==> config.mk <==
export PLATFORM = sky130hd
export DESIGN_NAME = an_sec_seq_decoder
export DESIGN_NICKNAME = d
export VERILOG_FILES = /design/src/rtl/an_sec_seq_decoder.sv
export SDC_FILE = /design/constraint.sdc
export NUM_CORES = 1
export LEC_CHECK = 0
export CORE_UTILIZATION = 60
export DETAILED_ROUTE_END_ITERATION = 10
export GPL_TIMING_DRIVEN = 0
export PLACE_DENSITY_LB_ADDON = 0.3
export SLEW_MARGIN = 20
export SYNTH_ARGS = -nofsm -noshare
export SYNTH_HDL_FRONTEND = slang
export SYNTH_SLANG_ARGS = --single-unit
==> constraint.sdc <==
create_clock -name clk -period 5.3 [get_ports clk]
set_input_delay 1.06 -clock clk [delete_from_list [all_inputs] [get_ports clk]]
set_output_delay 1.06 -clock clk [all_outputs]
set_load 0.01 [all_outputs]
==> src/rtl/an_sec_seq_decoder.sv <==
// Sequential single-error-correcting AN-code decoder: bit-serial division, then iterative syndrome search.
// Optional AN_SEC_EARLY_EXIT_EN trades constant latency for early completion.
module an_sec_seq_decoder #(
    parameter  int A    = 18613,
    parameter  int N_W  = 30,
    parameter  int R_W  = 15,
    localparam int CW_W = N_W + R_W,
    localparam int P_W  = $clog2(CW_W)
) (
    input  logic            clk,
    input  logic            rst,
    input  logic            in_valid,
    output logic            in_ready,
    input  logic [CW_W-1:0] in_w,
    output logic            out_valid,
    input  logic            out_ready,
    output logic [N_W-1:0]  out_n,
    output logic            out_corr,
    output logic            out_uncorr,
    output logic [P_W-1:0]  out_pos,
    output logic            out_sign
);

    // state | meaning
    // IDLE  | waiting for a codeword, in_ready high
    // DIV   | restoring division, one codeword bit per cycle, MSB first
    // SRCH  | one prep cycle, then compare R against +/-2^i mod A for i = 0..CW_W-1
    // DONE  | result held until out_ready
    typedef enum logic [1:0] {IDLE, DIV, SRCH, DONE} state_t;

    localparam logic [R_W:0]   A_V  = (R_W+1)'(A);
    localparam logic [P_W-1:0] LAST = P_W'(CW_W - 1);

    state_t            state_q, state_d;
    logic [CW_W-1:0]   w_q, w_d, q_q, q_d;
    logic [R_W:0]      r_q, r_d, rneg_q, rneg_d, p_q, p_d;
    logic [N_W:0]      k_q, k_d;
    logic [P_W-1:0]    cnt_q, cnt_d;
    logic              prep_q, prep_d, found_q, found_d;
    logic [N_W-1:0]    f_n_q, f_n_d;
    logic              f_corr_q, f_corr_d, f_uncorr_q, f_uncorr_d, f_sign_q, f_sign_d;
    logic [P_W-1:0]    f_pos_q, f_pos_d;
    logic              out_valid_q, out_valid_d;
    logic [N_W-1:0]    out_n_q, out_n_d;
    logic              out_corr_q, out_corr_d, out_uncorr_q, out_uncorr_d;
    logic [P_W-1:0]    out_pos_q, out_pos_d;
    logic              out_sign_q, out_sign_d;

    logic [R_W:0]      r_shift, t2;
    logic              div_ge, t_ge;
    logic [N_W+1:0]    q_ext, k_ext, n_pos, n_neg, hit_n;
    logic              q_hi, hit_pos, hit_neg, hit_any, hit_ovf;
    logic [N_W-1:0]    hit_res_n;
    logic [P_W-1:0]    hit_res_pos;

    assign r_shift = {r_q[R_W-1:0], w_q[CW_W-1]};
    assign div_ge  = (r_shift >= A_V);
    assign t2      = {p_q[R_W-1:0], 1'b0};
    assign t_ge    = (t2 >= A_V);

    // Q never exceeds N_W+1 bits for a legal A; the upper bits still feed the range check
    assign q_hi    = |q_q[CW_W-1:N_W+2];
    assign q_ext   = q_q[N_W+1:0];
    assign k_ext   = {1'b0, k_q};
    assign n_pos   = q_ext - k_ext;
    assign n_neg   = q_ext + k_ext + (N_W+2)'(1);

    assign hit_pos     = (r_q == p_q);
    assign hit_neg     = (rneg_q == p_q);
    assign hit_any     = hit_pos | hit_neg;
    assign hit_n       = hit_pos ? n_pos : n_neg;
    assign hit_ovf     = (hit_n[N_W+1:N_W] != 2'b00) | q_hi;
    assign hit_res_n   = hit_ovf ? q_q[N_W-1:0] : hit_n[N_W-1:0];
    assign hit_res_pos = hit_ovf ? '0 : cnt_q;

    always_comb begin
        state_d      = state_q;
        w_d          = w_q;
        q_d          = q_q;
        r_d          = r_q;
        rneg_d       = rneg_q;
        p_d          = p_q;
        k_d          = k_q;
        cnt_d        = cnt_q;
        prep_d       = prep_q;
        found_d      = found_q;
        f_n_d        = f_n_q;
        f_corr_d     = f_corr_q;
        f_uncorr_d   = f_uncorr_q;
        f_pos_d      = f_pos_q;
        f_sign_d     = f_sign_q;
        out_valid_d  = out_valid_q;
        out_n_d      = out_n_q;
        out_corr_d   = out_corr_q;
        out_uncorr_d = out_uncorr_q;
        out_pos_d    = out_pos_q;
        out_sign_d   = out_sign_q;

        case (state_q)
            IDLE: begin
                if (in_valid) begin
                    w_d     = in_w;
                    q_d     = '0;
                    r_d     = '0;
                    cnt_d   = '0;
                    state_d = DIV;
                end
            end
            DIV: begin
                r_d   = div_ge ? (r_shift - A_V) : r_shift;
                q_d   = {q_q[CW_W-2:0], div_ge};
                w_d   = {w_q[CW_W-2:0], 1'b0};
                cnt_d = cnt_q + 1'b1;
                if (cnt_q == LAST) begin
                    cnt_d   = '0;
                    prep_d  = 1'b1;
                    state_d = SRCH;
                end
            end
            SRCH: begin
                if (prep_q) begin
                    // precomputing A-R keeps the negative-error compare off the subtractor path
                    prep_d  = 1'b0;
                    rneg_d  = A_V - r_q;
                    p_d     = (R_W+1)'(1);
                    k_d     = '0;
                    cnt_d   = '0;
                    found_d = 1'b0;
`ifdef AN_SEC_EARLY_EXIT_EN
                    if (r_q == '0) begin
                        out_n_d      = q_q[N_W-1:0];
                        out_corr_d   = 1'b0;
                        out_uncorr_d = 1'b0;
                        out_pos_d    = '0;
                        out_sign_d   = 1'b0;
                        out_valid_d  = 1'b1;
                        state_d      = DONE;
                    end
`endif
                end else begin
                    p_d   = t_ge ? (t2 - A_V) : t2;
                    k_d   = {k_q[N_W-1:0], t_ge};
                    cnt_d = cnt_q + 1'b1;
`ifdef AN_SEC_EARLY_EXIT_EN
                    if (hit_any) begin
                        out_n_d      = hit_res_n;
                        out_corr_d   = ~hit_ovf;
                        out_uncorr_d = hit_ovf;
                        out_pos_d    = hit_res_pos;
                        out_sign_d   = hit_neg & ~hit_ovf;
                        out_valid_d  = 1'b1;
                        state_d      = DONE;
                    end else if (cnt_q == LAST) begin
                        out_n_d      = q_q[N_W-1:0];
                        out_corr_d   = 1'b0;
                        out_uncorr_d = 1'b1;
                        out_pos_d    = '0;
                        out_sign_d   = 1'b0;
                        out_valid_d  = 1'b1;
                        state_d      = DONE;
                    end
`else
                    if (hit_any && !found_q) begin
                        found_d    = 1'b1;
                        f_n_d      = hit_res_n;
                        f_corr_d   = ~hit_ovf;
                        f_uncorr_d = hit_ovf;
                        f_pos_d    = hit_res_pos;
                        f_sign_d   = hit_neg & ~hit_ovf;
                    end
                    if (cnt_q == LAST) begin
                        out_valid_d = 1'b1;
                        state_d     = DONE;
                        if (found_q) begin
                            out_n_d      = f_n_q;
                            out_corr_d   = f_corr_q;
                            out_uncorr_d = f_uncorr_q;
                            out_pos_d    = f_pos_q;
                            out_sign_d   = f_sign_q;
                        end else if (hit_any) begin
                            out_n_d      = hit_res_n;
                            out_corr_d   = ~hit_ovf;
                            out_uncorr_d = hit_ovf;
                            out_pos_d    = hit_res_pos;
                            out_sign_d   = hit_neg & ~hit_ovf;
                        end else begin
                            out_n_d      = q_q[N_W-1:0];
                            out_corr_d   = 1'b0;
                            out_uncorr_d = (r_q != '0);
                            out_pos_d    = '0;
                            out_sign_d   = 1'b0;
                        end
                    end
`endif
                end
            end
            DONE: begin
                if (out_ready) begin
                    out_valid_d = 1'b0;
                    state_d     = IDLE;
                end
            end
            default: state_d = IDLE;
        endcase
    end

    always_ff @(posedge clk) begin
        if (rst) begin
            state_q      <= IDLE;
            w_q          <= '0;
            q_q          <= '0;
            r_q          <= '0;
            rneg_q       <= '0;
            p_q          <= '0;
            k_q          <= '0;
            cnt_q        <= '0;
            prep_q       <= 1'b0;
            found_q      <= 1'b0;
            f_n_q        <= '0;
            f_corr_q     <= 1'b0;
            f_uncorr_q   <= 1'b0;
            f_pos_q      <= '0;
            f_sign_q     <= 1'b0;
            out_valid_q  <= 1'b0;
            out_n_q      <= '0;
            out_corr_q   <= 1'b0;
            out_uncorr_q <= 1'b0;
            out_pos_q    <= '0;
            out_sign_q   <= 1'b0;
        end else begin
            state_q      <= state_d;
            w_q          <= w_d;
            q_q          <= q_d;
            r_q          <= r_d;
            rneg_q       <= rneg_d;
            p_q          <= p_d;
            k_q          <= k_d;
            cnt_q        <= cnt_d;
            prep_q       <= prep_d;
            found_q      <= found_d;
            f_n_q        <= f_n_d;
            f_corr_q     <= f_corr_d;
            f_uncorr_q   <= f_uncorr_d;
            f_pos_q      <= f_pos_d;
            f_sign_q     <= f_sign_d;
            out_valid_q  <= out_valid_d;
            out_n_q      <= out_n_d;
            out_corr_q   <= out_corr_d;
            out_uncorr_q <= out_uncorr_d;
            out_pos_q    <= out_pos_d;
            out_sign_q   <= out_sign_d;
        end
    end

    assign in_ready   = (state_q == IDLE);
    assign out_valid  = out_valid_q;
    assign out_n      = out_n_q;
    assign out_corr   = out_corr_q;
    assign out_uncorr = out_uncorr_q;
    assign out_pos    = out_pos_q;
    assign out_sign   = out_sign_q;

endmodule

==> results of run 1 <==
## logic make-up (layout without fill, tap and decap cells)
group | Yosys count | count (layout) | share of synthesized area
AND/OR/NAND/NOR | 690 | 690 | 0.2036
multiplexers | 80 | 80 | 0.05141
other | 0 | 1 | 0
flip-flops | 258 | 258 | 0.3301
adder cells (fa/ha/maj) | 75 | 75 | 0.06093
buffers and inverters | 258 | 397 | 0.06740
AO/OA/AOI/OAI | 527 | 527 | 0.2296
XOR/XNOR | 102 | 102 | 0.05709
## sequential cells by signal (all words and copies together), names as in the netlist, 2 cells and up
signal and cells:
q_q 45, w_q 45, k_q 31, f_n_q 30, out_n 30, p_q 16, r_q 16, rneg_q 16
cnt_q 6, f_pos_q 6, out_pos 6, state_q 2
## worst max-delay path: cells and delay by family, from the launching register on
family	cells	cell delay [ns]
AOI/OAI and AO/OA	1	0.23
xor gates and xnor gates	1	0.12
buffers and inverters	5	2.21
DFF	1	0.37
and+or+nand+nor	4	1.45
## through the flow
| stage | hold slack (ns) | util | std cells | setup slack (ns) | cell area, sq um |
|---|---|---|---|---|---|
| finish | 0.4536 | 0.7058 | 2460 | 0.7345 | 17930 |
| global route | 0.4743 | 0.7058 | 2460 | 0.7331 | 17930 |
| global placement | 0.4352 | 0.6670 | 2408 | 0.7754 | 16940 |
| CTS | 0.4514 | 0.7057 | 2459 | 0.9813 | 17920 |
| floorplan | 0.4283 | - | 1990 | 1.828 | 15650 |
| detailed placement | 0.4427 | 0.6674 | 2408 | 0.9987 | 16950 |
## cell type report
class,count,share of cell area
multi-input cells,1474,0.5266
plain buffers,168,0.03999
flip-flops and latches,258,0.2881
diodes,1,0.0001396
inverters,90,0.01885
well taps,330,0.02303
repair buffers,88,0.04914
clock inverters,13,0.008446
clock buffers,38,0.04572
## power groups by stage
stage / Combinational, W / Clock, W / Sequential (W)
floorplan: 0.00182 / 0 / 0.00228
global placement: 0.00259 / 0 / 0.00230
detailed placement: 0.00264 / 0 / 0.00231
CTS: 0.00267 / 0.00205 / 0.00227
global route: 0.00291 / 0.00214 / 0.00230
finish: 0.00277 / 0.00205 / 0.00228
## how the worst max path moves through the flow
stage                                    to  slack, ns  cells past startpoint
floorplan             out_n[1]$_SDFFE_PP0P_       1.83                     16
global placement     out_n[26]$_SDFFE_PP0P_       0.78                     13
detailed placement  out_pos[0]$_SDFFE_PP0P_        1.0                     15
CTS                  f_n_q[25]$_SDFFE_PP0P_       0.98                     11
global route         f_n_q[13]$_SDFFE_PP0P_       0.73                     12
finish               f_n_q[25]$_SDFFE_PP0P_       0.73                     11
## layer usage
| layer | up-vias | share of wire | wire length, microns | track usage |
|---|---|---|---|---|
| met5 | - | 0 | 0 | 0 |
| met4 | 0 | 0.050 | 2676 | 0.1793 |
| met3 | 201 | 0.11 | 5677 | 0.06298 |
| met2 | 842 | 0.44 | 23530 | 0.6133 |
| met1 | 7472 | 0.40 | 21250 | 0.5245 |
| li1 | 7310 | - | - | - |
## cell usage after synthesis, types with 5 or more instances
library cell | instances | area, sq um
buf_2 | 27 | 135.1
and2_1 | 9 | 56.30
a211oi_1 | 79 | 593.1
xnor2_1 | 43 | 376.6
nand3b_1 | 9 | 67.56
nand2b_1 | 16 | 100.1
o21bai_1 | 10 | 75.07
a31oi_1 | 7 | 43.79
buf_1 | 13 | 48.80
xor2_1 | 59 | 516.8
inv_1 | 88 | 330.3
nor2b_1 | 15 | 93.84
dfxtp_1 | 258 | 5165
nand3_1 | 44 | 220.2
buf_4 | 10 | 75.07
a311oi_1 | 20 | 175.2
nor3_1 | 50 | 250.2
clkbuf_1 | 116 | 435.4
mux2i_1 | 77 | 770.7
a311oi_2 | 5 | 75.07
a21o_1 | 18 | 135.1
o21a_1 | 6 | 45.04
or3_1 | 48 | 300.3
o31ai_1 | 14 | 105.1
a221oi_1 | 9 | 78.83
nand4_1 | 15 | 93.84
o311ai_0 | 5 | 43.79
nor4_1 | 28 | 175.2
nor2_1 | 274 | 1028
o21ai_0 | 71 | 355.3
ha_1 | 73 | 913.4
nand2_1 | 157 | 589.3
and3_1 | 5 | 31.28
a22oi_1 | 80 | 600.6
o211ai_1 | 9 | 67.56
a21oi_1 | 144 | 720.7
==> results.sh, run 1 <==
export IMPL_multi_input_area_sq_um=9439
export IMPL_antenna_found_initial=1
export IMPL_path_class="reg2reg"
export IMPL_drt_iter0_markers=1980
export IMPL_vias_per_cell=6.433
export IMPL_grt_pass1_vias=14700
export IMPL_cp_common_cell="clkbuf_1"
export IMPL_clock_sinks=258
export IMPL_worstSkewPairLatency_ns=0.55
export IMPL_cp_end_kind="flop"
export IMPL_p_seq_frac=0.321
export IMPL_p_clk_frac=0.289
export IMPL_root_buffer="clkbuf_16"
export IMPL_wl_microns=53130
export IMPL_swShare=0.4003
export IMPL_cts_hold_fix_buffers=0
export IMPL_num_rows=58
export IMPL_path_clk_slew_ns=0.06
export IMPL_cp_startpoint="r_q[1]$_SDFFE_PP0P_"
export IMPL_reg2reg_depth=11
export IMPL_reg2reg_from="r_q[1]$_SDFFE_PP0P_"
export IMPL_power_frac_comb=0.390
export IMPL_setup_viol=0
export IMPL_cp_slowest_stage_delay_ns=0.54
export IMPL_worstPathMaxFanout=10
export IMPL_overflow=0
export IMPL_wl_per_cell_microns=21.60
export IMPL_finalPower_w=0.007098
export IMPL_slew_headroom=0.3123
export IMPL_numCtsBuffers=28
export IMPL_crit_chain="clkbuf_1, xor2_1, nor4_1, nand4_1, clkbuf_1, and2_1, clkbuf_1, nor3_1, clkbuf_1, buf_1, a311oi_1"
export IMPL_hold_viol_final=0
export IMPL_drv_cap=0
export IMPL_fin_tns_setup_ns=0
export IMPL_hold_path_class="reg2reg"
export IMPL_avgSynthCellArea_sq_um=7.864
export IMPL_synth_edf_count=0
export IMPL_die_x_microns=163.5
export IMPL_areaGrowthSynthToFinish_pct=14.55
export IMPL_finalCriticalPeriod_ns=4.565
export IMPL_remaining_drc_errors=0
export IMPL_final_cell_mix="nor2_1, dfxtp_1, nand2_1, a21oi_1, clkbuf_1"
export IMPL_power_switching_w=0.002841
export IMPL_cp_slowest_cell="buf_1"
export IMPL_holdPathStages=2
export IMPL_async_flop_share=0
export IMPL_max_freq_ghz=0.2190
export IMPL_nNetsFinal=2232
export IMPL_p_int_w=0.004257
export IMPL_arrival_ns=4.95
export IMPL_crit_required_ns=5.68
export IMPL_cts_setup_buffers=0
export IMPL_numPortBuffers=88
export IMPL_leakage_nw=7.143
export IMPL_antenna_left=0
export IMPL_rsz0062_at_grt="false"
export IMPL_hold_end="f_n_q[21]$_SDFFE_PP0P_"
export IMPL_seq_area_frac_synth=0.3301
export IMPL_cts_path_max_buffers=3
export IMPL_grt_pass1_wl_microns=81020
export IMPL_ir_drop_mv=0.3711
export IMPL_first_pass_iters=6
export IMPL_num_vias=15830
export IMPL_io_pin_count=90
export IMPL_finalCritPeriodShare=0.8614
export IMPL_yosys_warnings=0
export IMPL_n_fill_cell=2066
export IMPL_worstSetupStartpointType="flop"
export IMPL_start_util=0.6161
export IMPL_syn_cell_area_sq_um=15650
export IMPL_die_h_microns=163.5
export IMPL_tightest_slew_ns=1.023
export IMPL_core_region_area_sq_um=25400
export IMPL_rrSetupSlack_ns=0.73
export IMPL_drive_gt1_frac=0.05402
export IMPL_ys_ff_latch=258
export IMPL_synth_top_flop_cell="dfxtp_1"
export IMPL_status="complete, no violations"
export IMPL_die_area_sq_um=26730
export IMPL_cts_resized=0
export IMPL_p_per_area_nw_per_um2=396.0
export IMPL_r2r_end="f_n_q[25]$_SDFFE_PP0P_"
export IMPL_place_congestion=1.001
export IMPL_cts_tree="yes"
export IMPL_grt_use_total=0.3907
export IMPL_report_final_slew_viol_count=0
export IMPL_netlist_instances=1990
export IMPL_final_common_cell="nor2_1"
export IMPL_syn_num_nets=2114
export IMPL_seq_area_sq_um=5165
export IMPL_ys_types=79
export IMPL_min_from="f_n_q[21]$_SDFFE_PP0P_"
export IMPL_dpl_hpwl_microns=39340
export IMPL_grt_max_degree=14
export IMPL_htree_levels=1
export IMPL_fin_skew_ns=0.02636
No activity file was read; power rests on OpenSTA's default activity.
==> inputs of run 2 (changes only) <==
--- a/config.mk
+++ b/config.mk
@@ -5,7 +5,7 @@
 export SDC_FILE = /design/constraint.sdc
 export NUM_CORES = 1
 export LEC_CHECK = 0
-export CORE_UTILIZATION = 60
+export CORE_UTILIZATION = 55
 export DETAILED_ROUTE_END_ITERATION = 10
 export GPL_TIMING_DRIVEN = 0
 export PLACE_DENSITY_LB_ADDON = 0.3
==> constraint.sdc (replaced) <==
create_clock -name clk -period 3.8 [get_ports clk]
set_input_delay 0.76 -clock clk [delete_from_list [all_inputs] [get_ports clk]]
set_output_delay 0.76 -clock clk [all_outputs]
set_load 0.01 [all_outputs]
==> run 2 against run 1 <==
  * The flow now finishes with violations (negative setup slack)
  * Sequential share of layout area is 1.6 points lower
  * Combinational power is 86% higher
  * Cell count is 2.9% higher
  * Cell area is 6.5% higher
  * Utilization is 2.1 points lower
  * Clock-buffer cell count is 4 higher
  * Total power is 57% higher
  * Critical path type unchanged
==> results.sh, run 2 (same netlist as run 1, synthesis figures left out) <==
export IMPL_drive_gt1_frac=0.1147
export IMPL_place_congestion=1.021
export IMPL_reg2reg_from="q_q[0]$_SDFFE_PP0P_"
export IMPL_failed_checks="negative setup slack"
export IMPL_antenna_found_initial=0
export IMPL_io_pin_count=90
export IMPL_setup_viol=33
export IMPL_finalPower_w=0.01117
export IMPL_final_common_cell="nor2_1"
export IMPL_hold_end="out_n[10]$_SDFFE_PP0P_"
export IMPL_grt_pass1_vias=14860
export IMPL_arrival_ns=4.40
export IMPL_hold_viol_final=0
export IMPL_areaGrowthSynthToFinish_pct=21.96
export IMPL_wl_microns=56070
export IMPL_ir_drop_mv=0.4866
export IMPL_worstPathMaxFanout=7
export IMPL_dpl_hpwl_microns=39430
export IMPL_numPortBuffers=88
export IMPL_reg2reg_depth=18
export IMPL_slew_headroom=0.2748
export IMPL_finalCriticalPeriod_ns=3.941
export IMPL_finalCritPeriodShare=1.037
export IMPL_start_util=0.5617
export IMPL_p_per_area_nw_per_um2=585.5
export IMPL_overflow=0
export IMPL_cp_end_kind="flop"
export IMPL_remaining_drc_errors=0
export IMPL_cts_tree="yes"
export IMPL_status="finished with violations"
export IMPL_holdPathStages=2
export IMPL_drt_iter0_markers=1883
export IMPL_cts_hold_fix_buffers=0
export IMPL_antenna_left=0
export IMPL_grt_use_total=0.3613
export IMPL_die_h_microns=170.7
export IMPL_cts_path_max_buffers=3
export IMPL_rsz0062_at_grt="true"
export IMPL_num_rows=61
export IMPL_num_vias=16330
export IMPL_path_clk_slew_ns=0.06
export IMPL_final_util=0.6851
export IMPL_die_area_sq_um=29130
export IMPL_worstSkewPairLatency_ns=0.57
export IMPL_die_x_microns=170.7
export IMPL_tightest_slew_ns=1.088
export IMPL_worstSetupStartpointType="flop"
export IMPL_first_pass_iters=10
export IMPL_diodes=0
export IMPL_min_from="out_n[10]$_SDFFE_PP0P_"
export IMPL_root_buffer="clkbuf_16"
export IMPL_max_freq_ghz=0.2537
export IMPL_vias_per_cell=6.451
export IMPL_leakage_nw=7.611
export IMPL_numCtsBuffers=28
export IMPL_wl_per_cell_microns=22.14
export IMPL_crit_required_ns=4.26
export IMPL_final_cell_mix="nor2_1, dfxtp_1, nand2_1, a21oi_1, clkbuf_1"
export IMPL_finalWorstSetupSlack_ns=-0.1414
export IMPL_htree_levels=1
export IMPL_nNetsFinal=2260
export IMPL_path_class="reg2reg"
export IMPL_drv_cap=0
export IMPL_grt_max_degree=15
export IMPL_clock_sinks=258
export IMPL_rrSetupSlack_ns=-0.14
export IMPL_reg_top3="q_q: 45 flops, w_q: 45 flops, k_q: 31 flops"
export IMPL_hold_path_class="reg2reg"
export IMPL_r2r_end="out_n[24]$_SDFFE_PP0P_"
export IMPL_fin_tns_setup_ns=-1.666
export IMPL_fin_skew_ns=0.03371
export IMPL_core_region_area_sq_um=27860
export IMPL_grt_pass1_wl_microns=81390
export IMPL_report_final_slew_viol_count=0
run 2: cell count changes in the layout (fill, tap and decap cells not counted), sizes merged:
cell,delta
clkbuf,+7
diode,-1
clkinv,-4
clkinvlp,-3
buf,+25
run 2: how the worst max path moves through the flow:
stage                               startpoint                      to  slack, ns
final                      q_q[0]$_SDFFE_PP0P_  out_n[24]$_SDFFE_PP0P_      -0.14
after global routing       k_q[5]$_SDFFE_PP0P_  out_n[24]$_SDFFE_PP0P_      -0.20
after CTS                  q_q[0]$_SDFFE_PP0P_   out_n[1]$_SDFFE_PP0P_      -0.01
after detailed placement  q_q[15]$_SDFFE_PP0P_  out_n[22]$_SDFFE_PP0P_      -0.65
after global placement    q_q[15]$_SDFFE_PP0P_  out_n[22]$_SDFFE_PP0P_      -0.70
after floorplan            q_q[0]$_SDFFE_PP0P_   out_n[1]$_SDFFE_PP0P_       0.33
run 2: area by class of cell:
| type | instances | area, sq um |
|---|---|---|
| multi-input cells | 1474 | 10090 |
| fillers | 2224 | 8773 |
| plain buffers | 166 | 834.6 |
| well taps | 378 | 473.0 |
| inverters | 90 | 340.3 |
| repair buffers | 118 | 1230 |
| clock buffers | 42 | 813.3 |
| clock inverters | 6 | 120.1 |
| flip-flops and latches | 258 | 5186 |
run 2: repair_timing:
item / 4_1_cts / 5_1_grt
gates cloned: 2 / 4
setup buffers: 16 / 9
pin swaps: 23 / 33
endpoints found under the setup margin: 78 / 78
resized for setup: 95 / 105
run 2: worst max-delay path, cell delays in order (launching register included):
cell and delay (ns):
dfxtp_4 0.36, inv_4 0.06, ha_4 0.13, inv_2 0.04
fa_2 0.34, nor2b_4 0.14, o311ai_4 0.28, a311oi_2 0.21
a2111o_1 0.44, a211o_1 0.36, o211ai_2 0.18, o32a_1 0.21
buf_6 0.16, buf_6 0.11, nor2b_4 0.14, buf_8 0.16
clkbuf_16 0.18, nor4_4 0.04, nor3_1 0.28
run 2: layer usage:
metal,part of all wire,track usage
met3,0.11,0.07402
met2,0.45,0.5870
met1,0.39,0.4632
met4,0.049,0.1551
met5,0,0
run 2: metrics by stage:
stage	hold WS [ns]	instances	setup slack, ns	area, sq um
floorplan	0.4283	1990	0.3283	15650
global placement	0.4352	2456	-0.7010	17000
detailed placement	0.4426	2456	-0.6463	17010
CTS	0.4515	2522	-0.01298	18510
global route	0.4703	2532	-0.2008	19080
finish	0.4525	2532	-0.1414	19080
run 2: power breakdown:
part | internal, W | switching [W] | total (W)
combinational | 0.00199 | 0.00317 | 0.00516
sequential | 0.00300 | 0.000178 | 0.00318
clock | 0.00167 | 0.00116 | 0.00283
total | 0.00667 | 0.00451 | 0.0112
